===== src/rtl/muldiv_ctrl_pkg.sv =====
// -----------------------------------------------------------------------------
// muldiv_ctrl_pkg
//   Shared definitions for the iterative multiply/divide sequencer:
//   operation codes, FSM state encoding, datapath mode and a magnitude helper.
// -----------------------------------------------------------------------------
package muldiv_ctrl_pkg;

  localparam int XLEN = 32;

  // Operation codes presented on op together with a start strobe.
  typedef enum logic [2:0] {
    MD_OP_MULT  = 3'd0,
    MD_OP_MULTU = 3'd1,
    MD_OP_DIV   = 3'd2,
    MD_OP_DIVU  = 3'd3,
    MD_OP_MTHI  = 3'd4,
    MD_OP_MTLO  = 3'd5,
    MD_OP_NOP   = 3'd7
  } md_op_e;

  typedef enum logic [1:0] {
    MD_ST_IDLE = 2'd0,
    MD_ST_CALC = 2'd1,
    MD_ST_SIGN = 2'd2
  } md_state_e;

  // Selects what the shared iteration cell does this cycle.
  typedef enum logic {
    MD_MODE_MUL = 1'b0,
    MD_MODE_DIV = 1'b1
  } md_mode_e;

  // Magnitude of a two's-complement word, read back as unsigned.
  // 0x80000000 maps to itself, which is the correct unsigned magnitude.
  function automatic logic [XLEN-1:0] abs_mag(input logic [XLEN-1:0] v);
    return v[XLEN-1] ? (~v + XLEN'(1)) : v;
  endfunction

endpackage


===== src/rtl/muldiv_ctrl_if.sv =====
// -----------------------------------------------------------------------------
// muldiv_ctrl_if
//   Execute-stage <-> mul/div sequencer connection.
//   master (pipeline): drives start, op, a, b; observes busy, done, hi, lo.
//   slave  (muldiv_ctrl): the reverse.
// -----------------------------------------------------------------------------
interface muldiv_ctrl_if;
  import muldiv_ctrl_pkg::*;

  logic            start;  // request strobe, sampled only while idle
  md_op_e          op;     // operation code
  logic [XLEN-1:0] a;      // rs: multiplicand / dividend / MTHI-MTLO data
  logic [XLEN-1:0] b;      // rt: multiplier / divisor
  logic            busy;   // mul/div in flight
  logic            done;   // one-cycle pulse after hi/lo take a result
  logic [XLEN-1:0] hi;     // architectural HI
  logic [XLEN-1:0] lo;     // architectural LO

  modport master (output start, op, a, b, input  busy, done, hi, lo);
  modport slave  (input  start, op, a, b, output busy, done, hi, lo);

endinterface


===== src/rtl/muldiv_step.sv =====
// -----------------------------------------------------------------------------
// muldiv_step
//   Combinational single iteration of the shared 33-bit add/sub datapath.
//   mode=MUL : {acc, shreg} is the 64-bit partial product; add operand when
//              shreg[0] is set, then shift the whole pair right by one.
//   mode=DIV : {acc, shreg} is {remainder, quotient}; shift left by one,
//              trial-subtract operand, keep the difference if non-negative
//              and shift the success bit into the quotient.
//   Ports: mode, acc, shreg, operand in; acc_next, shreg_next out.
// -----------------------------------------------------------------------------
module muldiv_step
  import muldiv_ctrl_pkg::*;
(
  input  md_mode_e        mode,
  input  logic [XLEN-1:0] acc,
  input  logic [XLEN-1:0] shreg,
  input  logic [XLEN-1:0] operand,
  output logic [XLEN-1:0] acc_next,
  output logic [XLEN-1:0] shreg_next
);

  logic [XLEN:0] lhs;
  logic [XLEN:0] rhs;
  logic [XLEN:0] res;
  logic          cin;

  always_comb begin
    // NOTE: every variable in a combinational block gets a value on every
    // path (here, up front) so no latch is inferred.
    lhs        = {1'b0, acc};
    rhs        = '0;
    cin        = 1'b0;
    acc_next   = acc;
    shreg_next = shreg;

    if (mode == MD_MODE_MUL) begin
      rhs = shreg[0] ? {1'b0, operand} : '0;
    end else begin
      // Subtract as add of the inverted divisor plus carry-in.
      lhs = {acc, shreg[XLEN-1]};
      rhs = ~{1'b0, operand};
      cin = 1'b1;
    end

    res = lhs + rhs + {{XLEN{1'b0}}, cin};

    if (mode == MD_MODE_MUL) begin
      acc_next   = res[XLEN:1];
      shreg_next = {res[0], shreg[XLEN-1:1]};
    end else begin
      // The remainder is always below the divisor, so the shifted value is
      // below twice the divisor and bit XLEN of the difference is a true
      // borrow flag.
      acc_next   = res[XLEN] ? lhs[XLEN-1:0] : res[XLEN-1:0];
      shreg_next = {shreg[XLEN-2:0], ~res[XLEN]};
    end
  end

endmodule


===== src/rtl/muldiv_ctrl.sv =====
// -----------------------------------------------------------------------------
// muldiv_ctrl
//   Iterative MULT/MULTU/DIV/DIVU sequencer that also owns HI/LO and executes
//   MTHI/MTLO. One iteration per cycle through muldiv_step; signed operations
//   run on magnitudes and are sign-corrected in a final SIGN cycle.
//   Latency: start edge N, CALC for ITER cycles, SIGN writes hi/lo at edge
//   N+ITER+1, done pulses in the following cycle.
//   Ports: clk, rst (synchronous, active high), bus (muldiv_ctrl_if.slave).
// -----------------------------------------------------------------------------
module muldiv_ctrl
  import muldiv_ctrl_pkg::*;
#(
  parameter int ITER = XLEN  // iterations per mul/div; must equal XLEN
)(
  input  logic         clk,
  input  logic         rst,
  muldiv_ctrl_if.slave bus
);

  localparam int CNT_W = $clog2(ITER + 1);

  md_state_e       state_q,   state_d;
  logic [CNT_W-1:0] cnt_q,    cnt_d;
  logic [XLEN-1:0] acc_q,     acc_d;      // product high half / remainder
  logic [XLEN-1:0] shreg_q,   shreg_d;    // multiplier-product low / quotient
  logic [XLEN-1:0] opnd_q,    opnd_d;     // multiplicand / divisor magnitude
  md_mode_e        mode_q,    mode_d;
  logic            sgn_q,     sgn_d;      // signed operation
  logic            res_neg_q, res_neg_d;  // product / quotient needs negation
  logic            rem_neg_q, rem_neg_d;  // remainder needs negation
  logic [XLEN-1:0] hi_q,      hi_d;
  logic [XLEN-1:0] lo_q,      lo_d;
  logic            done_q,    done_d;

  logic [XLEN-1:0]   step_acc;
  logic [XLEN-1:0]   step_shreg;
  logic [2*XLEN-1:0] prod;
  logic              op_signed;
  logic              op_div;

  assign prod      = {acc_q, shreg_q};
  assign op_signed = (bus.op == MD_OP_MULT) || (bus.op == MD_OP_DIV);
  assign op_div    = (bus.op == MD_OP_DIV)  || (bus.op == MD_OP_DIVU);

  muldiv_step u_step (
    .mode       (mode_q),
    .acc        (acc_q),
    .shreg      (shreg_q),
    .operand    (opnd_q),
    .acc_next   (step_acc),
    .shreg_next (step_shreg)
  );

  // Next-state and datapath update.
  always_comb begin
    state_d   = state_q;
    cnt_d     = cnt_q;
    acc_d     = acc_q;
    shreg_d   = shreg_q;
    opnd_d    = opnd_q;
    mode_d    = mode_q;
    sgn_d     = sgn_q;
    res_neg_d = res_neg_q;
    rem_neg_d = rem_neg_q;
    hi_d      = hi_q;
    lo_d      = lo_q;
    done_d    = 1'b0;

    case (state_q)
      MD_ST_IDLE: begin
        if (bus.start) begin
          case (bus.op)
            MD_OP_MULT, MD_OP_MULTU, MD_OP_DIV, MD_OP_DIVU: begin
              mode_d    = op_div ? MD_MODE_DIV : MD_MODE_MUL;
              sgn_d     = op_signed;
              shreg_d   = op_signed ? abs_mag(bus.a) : bus.a;
              opnd_d    = op_signed ? abs_mag(bus.b) : bus.b;
              res_neg_d = bus.a[XLEN-1] ^ bus.b[XLEN-1];
              rem_neg_d = bus.a[XLEN-1];
              acc_d     = '0;
              cnt_d     = '0;
              state_d   = MD_ST_CALC;
            end
            MD_OP_MTHI: hi_d = bus.a;
            MD_OP_MTLO: lo_d = bus.a;
            default: ;
          endcase
        end
      end

      MD_ST_CALC: begin
        acc_d   = step_acc;
        shreg_d = step_shreg;
        cnt_d   = cnt_q + CNT_W'(1);
        if (cnt_q == CNT_W'(ITER - 1)) state_d = MD_ST_SIGN;
      end

      MD_ST_SIGN: begin
        if (mode_q == MD_MODE_MUL) begin
          {hi_d, lo_d} = (sgn_q && res_neg_q) ? -prod : prod;
        end else begin
          lo_d = (sgn_q && res_neg_q) ? -shreg_q : shreg_q;
          hi_d = (sgn_q && rem_neg_q) ? -acc_q   : acc_q;
        end
        done_d  = 1'b1;
        state_d = MD_ST_IDLE;
      end

      default: state_d = MD_ST_IDLE;
    endcase
  end

  // NOTE: sequential state uses non-blocking assignments so every register
  // samples the pre-edge values regardless of statement order.
  always_ff @(posedge clk) begin
    if (rst) begin
      state_q   <= MD_ST_IDLE;
      cnt_q     <= '0;
      acc_q     <= '0;
      shreg_q   <= '0;
      opnd_q    <= '0;
      mode_q    <= MD_MODE_MUL;
      sgn_q     <= 1'b0;
      res_neg_q <= 1'b0;
      rem_neg_q <= 1'b0;
      hi_q      <= '0;
      lo_q      <= '0;
      done_q    <= 1'b0;
    end else begin
      state_q   <= state_d;
      cnt_q     <= cnt_d;
      acc_q     <= acc_d;
      shreg_q   <= shreg_d;
      opnd_q    <= opnd_d;
      mode_q    <= mode_d;
      sgn_q     <= sgn_d;
      res_neg_q <= res_neg_d;
      rem_neg_q <= rem_neg_d;
      hi_q      <= hi_d;
      lo_q      <= lo_d;
      done_q    <= done_d;
    end
  end

  assign bus.busy = (state_q != MD_ST_IDLE);
  assign bus.done = done_q;
  assign bus.hi   = hi_q;
  assign bus.lo   = lo_q;

endmodule


===== src/flat_wrapper.sv =====
// flat-port wrapper written by rule: the top's interface ports become plain ports
module muldiv_ctrl_flat import muldiv_ctrl_pkg::*;
#(
  parameter int ITER = XLEN                                            
)
  (clk, rst, bus_start, bus_op, bus_a, bus_b, bus_busy, bus_done, bus_hi, bus_lo);
  muldiv_ctrl_if bus_i ();
  input  logic clk;
  input  logic rst;
  input wire logic [$bits(bus_i.start)-1:0] bus_start;
  input wire logic [$bits(bus_i.op)-1:0] bus_op;
  input wire logic [$bits(bus_i.a)-1:0] bus_a;
  input wire logic [$bits(bus_i.b)-1:0] bus_b;
  output wire logic [$bits(bus_i.busy)-1:0] bus_busy;
  output wire logic [$bits(bus_i.done)-1:0] bus_done;
  output wire logic [$bits(bus_i.hi)-1:0] bus_hi;
  output wire logic [$bits(bus_i.lo)-1:0] bus_lo;
  assign bus_i.start = bus_start;
  assign bus_i.op = bus_op;
  assign bus_i.a = bus_a;
  assign bus_i.b = bus_b;
  assign bus_busy = bus_i.busy;
  assign bus_done = bus_i.done;
  assign bus_hi = bus_i.hi;
  assign bus_lo = bus_i.lo;
  muldiv_ctrl #(.ITER(ITER)) u_core (.clk(clk), .rst(rst), .bus(bus_i));
endmodule

===== config.mk =====
export PLATFORM = sky130hd
export DESIGN_NAME = muldiv_ctrl_flat
export DESIGN_NICKNAME = d
export VERILOG_FILES = /design/src/rtl/muldiv_ctrl_pkg.sv /design/src/rtl/muldiv_ctrl_if.sv /design/src/rtl/muldiv_step.sv /design/src/rtl/muldiv_ctrl.sv /design/src/flat_wrapper.sv
export SDC_FILE = /design/constraint.sdc
export NUM_CORES = 1
export LEC_CHECK = 0
export ABC_AREA = 1
export CELL_PAD_IN_SITES_DETAIL_PLACEMENT = 1
export CELL_PAD_IN_SITES_GLOBAL_PLACEMENT = 2
export CORE_UTILIZATION = 31
export DETAILED_ROUTE_END_ITERATION = 8
export GPL_TIMING_DRIVEN = 0
export PLACE_DENSITY = 0.86
export SLEW_MARGIN = 20
export SYNTH_ARGS = -nofsm -noshare
export SYNTH_HDL_FRONTEND = slang
export SYNTH_SLANG_ARGS = --single-unit

===== constraint.sdc =====
create_clock -name clk -period 5.13 [get_ports clk]
set_input_delay 0.513 -clock clk [delete_from_list [all_inputs] [get_ports clk]]
set_output_delay 0.513 -clock clk [all_outputs]
set_load 0.01 [all_outputs]

== After elaboration in Yosys (flattened, before gate mapping) ==
Cells that the tools add are included.
Widths: inputs -> output; s select.
Storage, ports and cells
  flip-flop bits (word level): 173
  bits in latches: 0
  RAM bits: 0
  ROM bits: 0
  input port bits: 70
  output and inout bits: 66
  memories: 0
Cells by class
  add/subtract/negate cells: 8
  multipliers: 0
  div/mod/pow operators: 0
  order comparisons: 0
  eq/ne operators: 13
  shift-type cells: 0
  multiplexer cells: 37
  bitwise gates (word level): 5
  reduce and logical (&&, ||, !) cells: 15
Operators with widths (number)
  $mux 32: 20
  $pmux 32 s2: 4
  $mux 33: 2
  $add 32x1->32 const B: 2
  $mux 64: 1
  $neg 32->32: 2
  $neg 64->64: 1
  $not 32->32: 2
  $add 33x1->33: 1
  $add 33x33->33: 1
  $not 32->33: 1
  $reduce_and 3->1: 5
  $mux 6: 2
  $pmux 6 s2: 1
  $ne 2x2->1 const B: 4
  $add 6x1->6 const B: 1
  $eq 3x2->1 const B: 2
  $eq 3x3->1 const B: 2
  $eq 6x5->1 const B: 1
  $mux 2: 3
  $reduce_bool 2->1: 3
  $pmux 2 s2: 1
  $reduce_or 4->1: 1
  $eq 3x1->1 const B: 1
  other kinds (10): 14

== Longest topological paths before layout ==
Gate-level depths: netlist (run 1).
  depth after elaboration: 7
  gate-level depth with buffers: 26
  gate-level depth less buffers: 20

== By module ==
Synthesis (run 1) repeated with hierarchy kept, for this count alone.
Unflattened totals
  cells, all modules: 2696
  area, all modules: 15378.5 µm²
By module, submodules not included
  muldiv_ctrl: instances 1, cells each 1752, area each 10911.7 µm², seq. area each 3463.3 µm²
  muldiv_step: instances 1, cells each 944, area each 4466.8 µm², seq. area each 0.0 µm²

== Worst setup path before layout (run 1) ==
No wires, ideal clock.
  path type: reg2reg
  from: register u_core.mode_q
  to: register u_core.acc_q[11]
  setup time: 0.138 ns
  data arrival time: 3.490 ns
  required time: 4.992 ns
  path slack: 1.502 ns
  stages on the path, launching flop included: 27
  path buffers: 7
  clock period less this slack: 3.628 ns
  cell sequence: dfxtp_1 -> buf_2 -> inv_1 -> buf_2 -> buf_1 -> buf_2 -> buf_2 -> nand3_1 -> o21ai_0 -> fa_1 -> fa_1 -> nand3_1 -> nand3_2 -> nand2_2 -> nand2_4 -> nand2_4 -> nand2_4 -> nand2_2 -> nand2_2 -> nand2_2 -> nand2_2 -> buf_6 -> buf_12 -> nand2_2 -> nand3_2 -> nand2_2 -> a21oi_2
On the way
  cells in the longest elaborated chain, start to end: 6
  elaborated cells on any way between the ends: 8
  classes of those cells: 2 x add/sub; 6 x mux
RTL lines
  start: declaration: line muldiv_ctrl.sv:27  | md_mode_e mode_q, mode_d;
  start signal: assignment: line muldiv_ctrl.sv:135  | mode_q <= mode_d;
  $mux 33: line muldiv_step.sv:36  | if (mode == MD_MODE_MUL) begin
  $add 33x33->33: line muldiv_step.sv:45  | res = lhs + rhs + {{XLEN{1'b0}}, cin};
  $add 33x1->33: line muldiv_step.sv:45
  $mux 32: line muldiv_step.sv:54  | acc_next = res[XLEN] ? lhs[XLEN-1:0] : res[XLEN-1:0];
  $mux 32 (*): line muldiv_step.sv:47  | if (mode == MD_MODE_MUL) begin
  $pmux 32 s2 (*): line muldiv_ctrl.sv:69  | case (state_q)
  end signal: assignment: line muldiv_ctrl.sv:119  | acc_q <= '0;
  end signal: assignment: line muldiv_ctrl.sv:132  | acc_q <= acc_d;
  end: declaration: line muldiv_ctrl.sv:24  | logic [XLEN-1:0] acc_q, acc_d;
Mark *: on every way between the ends. The rest lies on a longest branch, timed or not.
A chain may end at the register's enable or synchronous reset.

== Worst setup path in the final report (run 1) ==
  from: register u_core.mode_q
  to: register u_core.acc_q[5]
Same word-level chain as after synthesis.

==> impl_metrics.tcl, run 1 <==
set metrics [dict create \
    slowest_delay_ns 0.63 \
    gr-total-overflow 0 \
    p_per_area_mw_per_mm2 241 \
    fillerInstances 6538 \
    area_growth_pct 18.2 \
    worst_setup_path_start_kind "flip-flop" \
    synth_edf_count 0 \
    ir_drop_mv 0.284 \
    synthArstFlopShare_pct 0 \
    syn-instance-count 2635 \
    htree_levels 4 \
    cts_buffers 17 \
    wl_microns 79300 \
    multi_input_area_sq_mm 0.00982 \
    synth_top_area_share_pct 23.0 \
    synth.area.top_cells "dfxtp_1 23%, nand2_1 16%, o21ai_0 11%" \
    clkPwrFrac_pct 33.3 \
    cts_tree "built" \
    drt_iter0_drc 1140 \
    max-clock-path-buffers 2 \
    root_buffer "clkbuf_16" \
    status "finished, final reports clean" \
    p_switching_uw 1670 \
    grt_pass1_wl_microns 118000 \
    nets 2897 \
    max_freq_ghz 0.208 \
    wl_per_cell_microns 23.2 \
    insertion_delay_ns 0.52 \
    finalWorstSetupSlack_ns 0.323 \
    syn_area_sq_mm 0.0150 \
    place_congestion 1.02 \
    ff_latch_area_sq_mm 0.00346 \
    synth-seq-cells 173 \
    cp_data_required_time_ns 5.55 \
    die_y_microns 222 \
    cp_cell_sequence "buf_2 > buf_2 > clkbuf_1 > a21oi_1 > fa_1 > fa_1 > nand3_1 > nand3_2 > nand2_2 > nand2_4 > nand2_4 > nand2_4 > nand2_2 > nand3_2 > nand2_2 > buf_2 > nand2_1 > nand3_1 > nand2_1 > a21oi_1" \
    die_w_microns 222 \
    fin_crit_sh_pct 93.7 \
    yosys.area.top_type "dfxtp_1" \
    path_class "flip-flop to flip-flop" \
    slowest_stage "clkbuf_1" \
    worstPathMaxFanout 10 \
    worst_pin_slew_ns 1.18 \
    avgSynthCellArea_sq_um 5.71 \
    cts.clk_slew.worst_paths_ns 0.08 \
    dr_total_vias 18600 \
    ys_warn_count 0 \
    io_buffers 135 \
    setup_tns_ns 0 \
    ys_types 49 \
    final_antenna_net_count 0 \
    cp_data_arrival_time_ns 5.22 \
    rsz0062_at_grt "no" \
    clkSinkCount 173 \
    relSlewSlack_pct 21.2 \
    holdWs_ns 0.470 \
    die_area_sq_mm 0.0494 \
    grt_max_degree 18 \
    hold_class "flip-flop to flip-flop" \
    p_leak_uw 0.00794 \
    first_pass_iters 5 \
    p_int_uw 2610 \
    antennaDiodeCount 0 \
    drive_gt1_share_pct 5.36 \
    p_sw_share_pct 39.0 \
    grt_pass1_vias 18500 \
    core_sq_mm 0.0478 \
    slew_violations 0 \
    hpwlAfterDp_microns 66800 \
    cp-end-kind "flip-flop" \
    hold_violations 0 \
    cts.hold.buffers_added 0 \
    post-cts-setup-buffers 0 \
    grt_use_total_pct 32.0 \
    cap_violations 0 \
    clock_skew_ns 0.0262 \
    vias_per_cell 5.44 \
    cts_resized 0 \
    rows 80 \
    setup_viol 0 \
    synth_fp_nets 2744 \
    yosysSeqAreaShare_pct 23.0 \
    seqPwrFrac_pct 36.3 \
    remaining_drc_errors 0 \
    start_util_pct 31.5 \
    antenna_found_initial 1 \
    fin_crit_ns 4.81 \
    place_ws_ns 0.173 \
    pwr-share-comb_pct 30.5 \
    num_io_pins 136 \
    ys.flop_type "dfxtp_1" \
]
## cell usage in the layout, fill, tap and decap left out, drive strengths merged, types with 7 or more instances in the layout
cell type | Yosys | final
nand3 | 285 | 285
nor3 | 27 | 27
xnor2 | 8 | 8
xor2 | 25 | 25
clkdlybuf4s50 | 0 | 135
or2 | 11 | 11
buf | 33 | 32
inv | 332 | 338
o21ai | 325 | 325
o211ai | 12 | 12
clkinv | 2 | 7
a32o | 8 | 8
a21oi | 170 | 170
nand2 | 678 | 678
o21bai | 9 | 9
dfxtp | 173 | 173
ha | 37 | 37
a31oi | 67 | 67
nand4 | 21 | 21
nand3b | 8 | 8
clkbuf | 86 | 105
nor2 | 295 | 295
## kinds of logic (layout without fill, tap and decap cells)
| family | count (synthesis) | after routing | synth area share [%] |
|---|---|---|---|
| adder cells (fa/ha/maj) | 39 | 39 | 3.34 |
| flip-flops | 173 | 173 | 23.0 |
| buffers and inverters | 453 | 619 | 11.7 |
| XOR/XNOR | 33 | 33 | 1.92 |
| AND/OR/NAND/NOR | 1335 | 1335 | 38.2 |
| AO/OA/AOI/OAI | 602 | 602 | 21.8 |
## synth_stat cells, types with 4 or more instances
cell type	n
a21oi_1	155
a21oi_2	15
a31oi_1	67
a32o_1	8
buf_1	11
buf_2	18
clkbuf_1	86
dfxtp_1	173
ha_1	37
inv_1	321
inv_2	11
nand2_1	640
nand2_2	35
nand3_1	275
nand3_2	10
nand3b_1	8
nand4_1	21
nor2_1	285
nor2_2	8
nor3_1	24
nor4_1	5
o211ai_1	12
o21ai_0	321
o21bai_1	9
or2_0	4
or2_2	7
xnor2_1	8
xor2_1	25
## final cells by class
type | instances | share of cell area (%)
Clock inverter | 13 | 0.992
Timing Repair Buffer | 135 | 7.60
Inverter | 334 | 7.06
Clock buffer | 19 | 2.49
Multi-Input combinational cell | 2009 | 55.2
Buffer | 118 | 2.84
Sequential cell | 173 | 19.5
Tap cell | 615 | 4.33
## registers in the layout, summed over array words and instances (netlist names)
signal and flops:
u_core.bus.done 1, u_core.bus.hi 32, u_core.opnd_q 32, u_core.acc_q 32, u_core.res_neg_q 1, u_core.rem_neg_q 1
u_core.bus.lo 32, u_core.shreg_q 32, u_core.sgn_q 1, u_core.cnt_q 6, u_core.mode_q 1, u_core.state_q 2
## routing by layer
layer  up-vias  share of wire, %  track usage [%]
li1       8977                 -                -
met1      8990                44             39.7
met2       492                48             55.3
met3       126               4.3             3.89
met4         0               4.1             14.1
met5         -                 0                0
## worst max-delay path: cells and delay by family, from the launching register on
kind,cells,cell delay [ns]
AO/OA/AOI/OAI,2,0.51
AND/OR/NAND/NOR,12,1.23
buffers and inverters,4,1.45
adder cells (fa/ha/maj),2,1.11
flip-flops,1,0.39
## worst paths after layout
| check | from | endpoint | slack (ns) | cells after the start |
|---|---|---|---|---|
| worst max-delay path | u_core.mode_q$_SDFFE_PP0P_ | u_core.acc_q[5]$_SDFFE_PP0P_ | 0.32 | 20 |
| worst min-delay path | u_core.res_neg_q$_SDFFE_PP0P_ | u_core.res_neg_q$_SDFFE_PP0P_ | 0.47 | 2 |
| worst max register to register | u_core.mode_q$_SDFFE_PP0P_ | u_core.acc_q[5]$_SDFFE_PP0P_ | 0.32 | 20 |
| worst min register to register | u_core.res_neg_q$_SDFFE_PP0P_ | u_core.res_neg_q$_SDFFE_PP0P_ | 0.47 | 2 |
## power by group through the flow
| stage | registers, uW | logic (uW) | clock network [uW] |
|---|---|---|---|
| after floorplan | 1560 | 730 | 0 |
| after global placement | 1580 | 1260 | 0 |
| after detailed placement | 1580 | 1290 | 0 |
| after CTS | 1550 | 1290 | 1440 |
| after global routing | 1570 | 1420 | 1490 |
| final | 1560 | 1310 | 1430 |
## per-stage QoR
| step | cells | cell area, sq um | util [%] | total power, uW |
|---|---|---|---|---|
| 5_1_grt | 3416 | 17800 | 37.2 | 4470 |
| 2_1_floorplan | 2635 | 15000 | - | 2290 |
| 4_1_cts | 3417 | 17800 | 37.2 | 4290 |
| 3_5_place_dp | 3385 | 17200 | 35.9 | 2870 |
| 3_3_place_gp | 3385 | 17200 | 35.9 | 2840 |
| 6_report | 3416 | 17800 | 37.2 | 4290 |
No activity file was read; power rests on OpenSTA's default activity.
==> run 2: changes to the inputs <==
Settings changed: PLACE_DENSITY 0.86 to 0.83.
==> impl_metrics.tcl, run 2 (same netlist as run 1, synthesis figures left out) <==
set metrics [dict create \
    place_area_sq_mm 0.0172 \
    cts_tree "built" \
    cts.clk_slew.worst_paths_ns 0.07 \
    path_class "flip-flop to flip-flop" \
    rows 80 \
    wl_microns 79800 \
    drt_iter0_drc 1171 \
    cp_cell_sequence "buf_2 > buf_2 > clkbuf_1 > a21oi_1 > fa_1 > fa_1 > nand3_1 > nand3_2 > nand2_2 > nand2_4 > nand2_4 > nand2_4 > nand2_2 > nand3_2 > nand2_2 > buf_2 > nand2_1 > nand3_1 > nand2_1 > a21oi_1" \
    cp_data_required_time_ns 5.54 \
    wl_met1_microns 35000 \
    grt_pass1_vias 18700 \
    die_w_microns 222 \
    layout_common_cells "640 x nand2_1, 321 x inv_1, 321 x o21ai_0" \
    htree_levels 4 \
    first_pass_iters 5 \
    worst_pin_slew_ns 1.16 \
    slowest_delay_ns 0.62 \
    antenna_found_initial 1 \
    fin_crit_ns 4.80 \
    final_common_cell "nand2_1" \
    worstPathMaxFanout 10 \
    setup_viol 0 \
    grt_use_total_pct 32.4 \
    relSlewSlack_pct 22.9 \
    vias_per_cell 5.43 \
    top_layer "met5" \
    die_area_sq_mm 0.0494 \
    clkSinkCount 173 \
    setup_tns_ns 0 \
    drive_gt1_share_pct 5.32 \
    wl_met3_microns 3030 \
    gr-total-overflow 0 \
    wl_per_cell_microns 23.4 \
    max_freq_ghz 0.208 \
    dr_total_vias 18500 \
    cts.hold.buffers_added 0 \
    place_congestion 0.983 \
    ir_drop_mv 0.193 \
    grt_pass1_wl_microns 119000 \
    wl_met2_microns 38400 \
    fillerInstances 6504 \
    cts_resized 0 \
    slowest_stage "clkbuf_1" \
    hold_class "flip-flop to flip-flop" \
    die_y_microns 222 \
    max-clock-path-buffers 2 \
    insertion_delay_ns 0.50 \
    hold_violations 0 \
    nets 2897 \
    remaining_drc_errors 0 \
    antennaDiodeCount 0 \
    worst_setup_path_start_kind "flip-flop" \
    p_leak_uw 0.00791 \
    hpwlAfterDp_microns 67400 \
    cp-end-kind "flip-flop" \
    status "finished, final reports clean" \
    fin_crit_sh_pct 93.5 \
    p_per_area_mw_per_mm2 236 \
    fin_area_sq_mm 0.0177 \
    io_buffers 135 \
    start_util_pct 31.5 \
    cts_buffers 17 \
    cp_data_arrival_time_ns 5.21 \
    grt_max_degree 17 \
    area_growth_pct 17.9 \
    rsz0062_at_grt "no" \
    core_sq_mm 0.0478 \
    clock_skew_ns 0.0215 \
    root_buffer "clkbuf_16" \
    slew_violations 0 \
    num_io_pins 136 \
    cap_violations 0 \
    final_antenna_net_count 0 \
    post-cts-setup-buffers 0 \
]
-- run 2: cell count changes in the layout (fill, tap and decap cells not counted), sizes merged --
cell,before,now
inv,338,336
bufinv,2,1
clkbuf,105,106
clkinv,7,6
clkinvlp,0,1
-- run 2: critical path: cells and delay by family, from the launching register on --
kind                       cells  cell delay [ns]
buffers and inverters          4             1.47
adders and majority gates      2             1.09
AOI/OAI and AO/OA              2             0.42
and+or+nand+nor               12             1.30
DFF                            1             0.40
-- run 2: path summary, 6_finish.rpt --
| check | slack [ns] | startpoint | depth (start not counted) | to |
|---|---|---|---|---|
| worst max-delay path | 0.33 | u_core.mode_q$_SDFFE_PP0P_ | 20 | u_core.acc_q[0]$_SDFFE_PP0P_ |
| worst min-delay path | 0.47 | u_core.cnt_q[4]$_SDFFE_PP0P_ | 2 | u_core.cnt_q[4]$_SDFFE_PP0P_ |
| worst max register to register | 0.33 | u_core.mode_q$_SDFFE_PP0P_ | 20 | u_core.acc_q[0]$_SDFFE_PP0P_ |
| worst min register to register | 0.47 | u_core.cnt_q[4]$_SDFFE_PP0P_ | 2 | u_core.cnt_q[4]$_SDFFE_PP0P_ |
-- run 2: layout make-up --
cell class                 count  area (sq um)  share of cell area (%)
sequential                   173          3460                    19.5
timing repair buffer         135          1350                    7.62
tap                          615           769                    4.34
buffer                       118           504                    2.84
multi-input combinational   2009          9830                    55.4
inverter                     334          1250                    7.07
clock buffer                  20           457                    2.57
clock inverter                10           106                   0.600
-- run 2: through the flow --
step	worst slack [ns]	hold slack [ns]	cells	util (%)	power [uW]
finish	0.333	0.465	3414	37.1	4190
global route	0.0618	0.498	3414	37.1	4370
detailed placement	0.0770	0.453	3385	35.9	2870
floorplan	1.50	0.428	2635	-	2290
CTS	0.0484	0.466	3415	37.1	4190
global placement	0.165	0.446	3385	35.9	2850
-- run 2: routing by layer --
metal	GRT usage (%)	vias up
met4	14.7	2
met1	39.9	8965
met5	0	-
met2	56.4	464
met3	3.64	138
li1	-	8965
-- run 2: power breakdown --
group	switching [uW]	total [uW]	internal (uW)
clock network	631	1330	696
registers	111	1550	1440
logic	890	1310	421
==> run 3: changes to the inputs <==
Settings changed: CAP_MARGIN from default to 10.
==> results of run 3 <==
The final DEF is identical to that of run 2; final timing and power are the same.
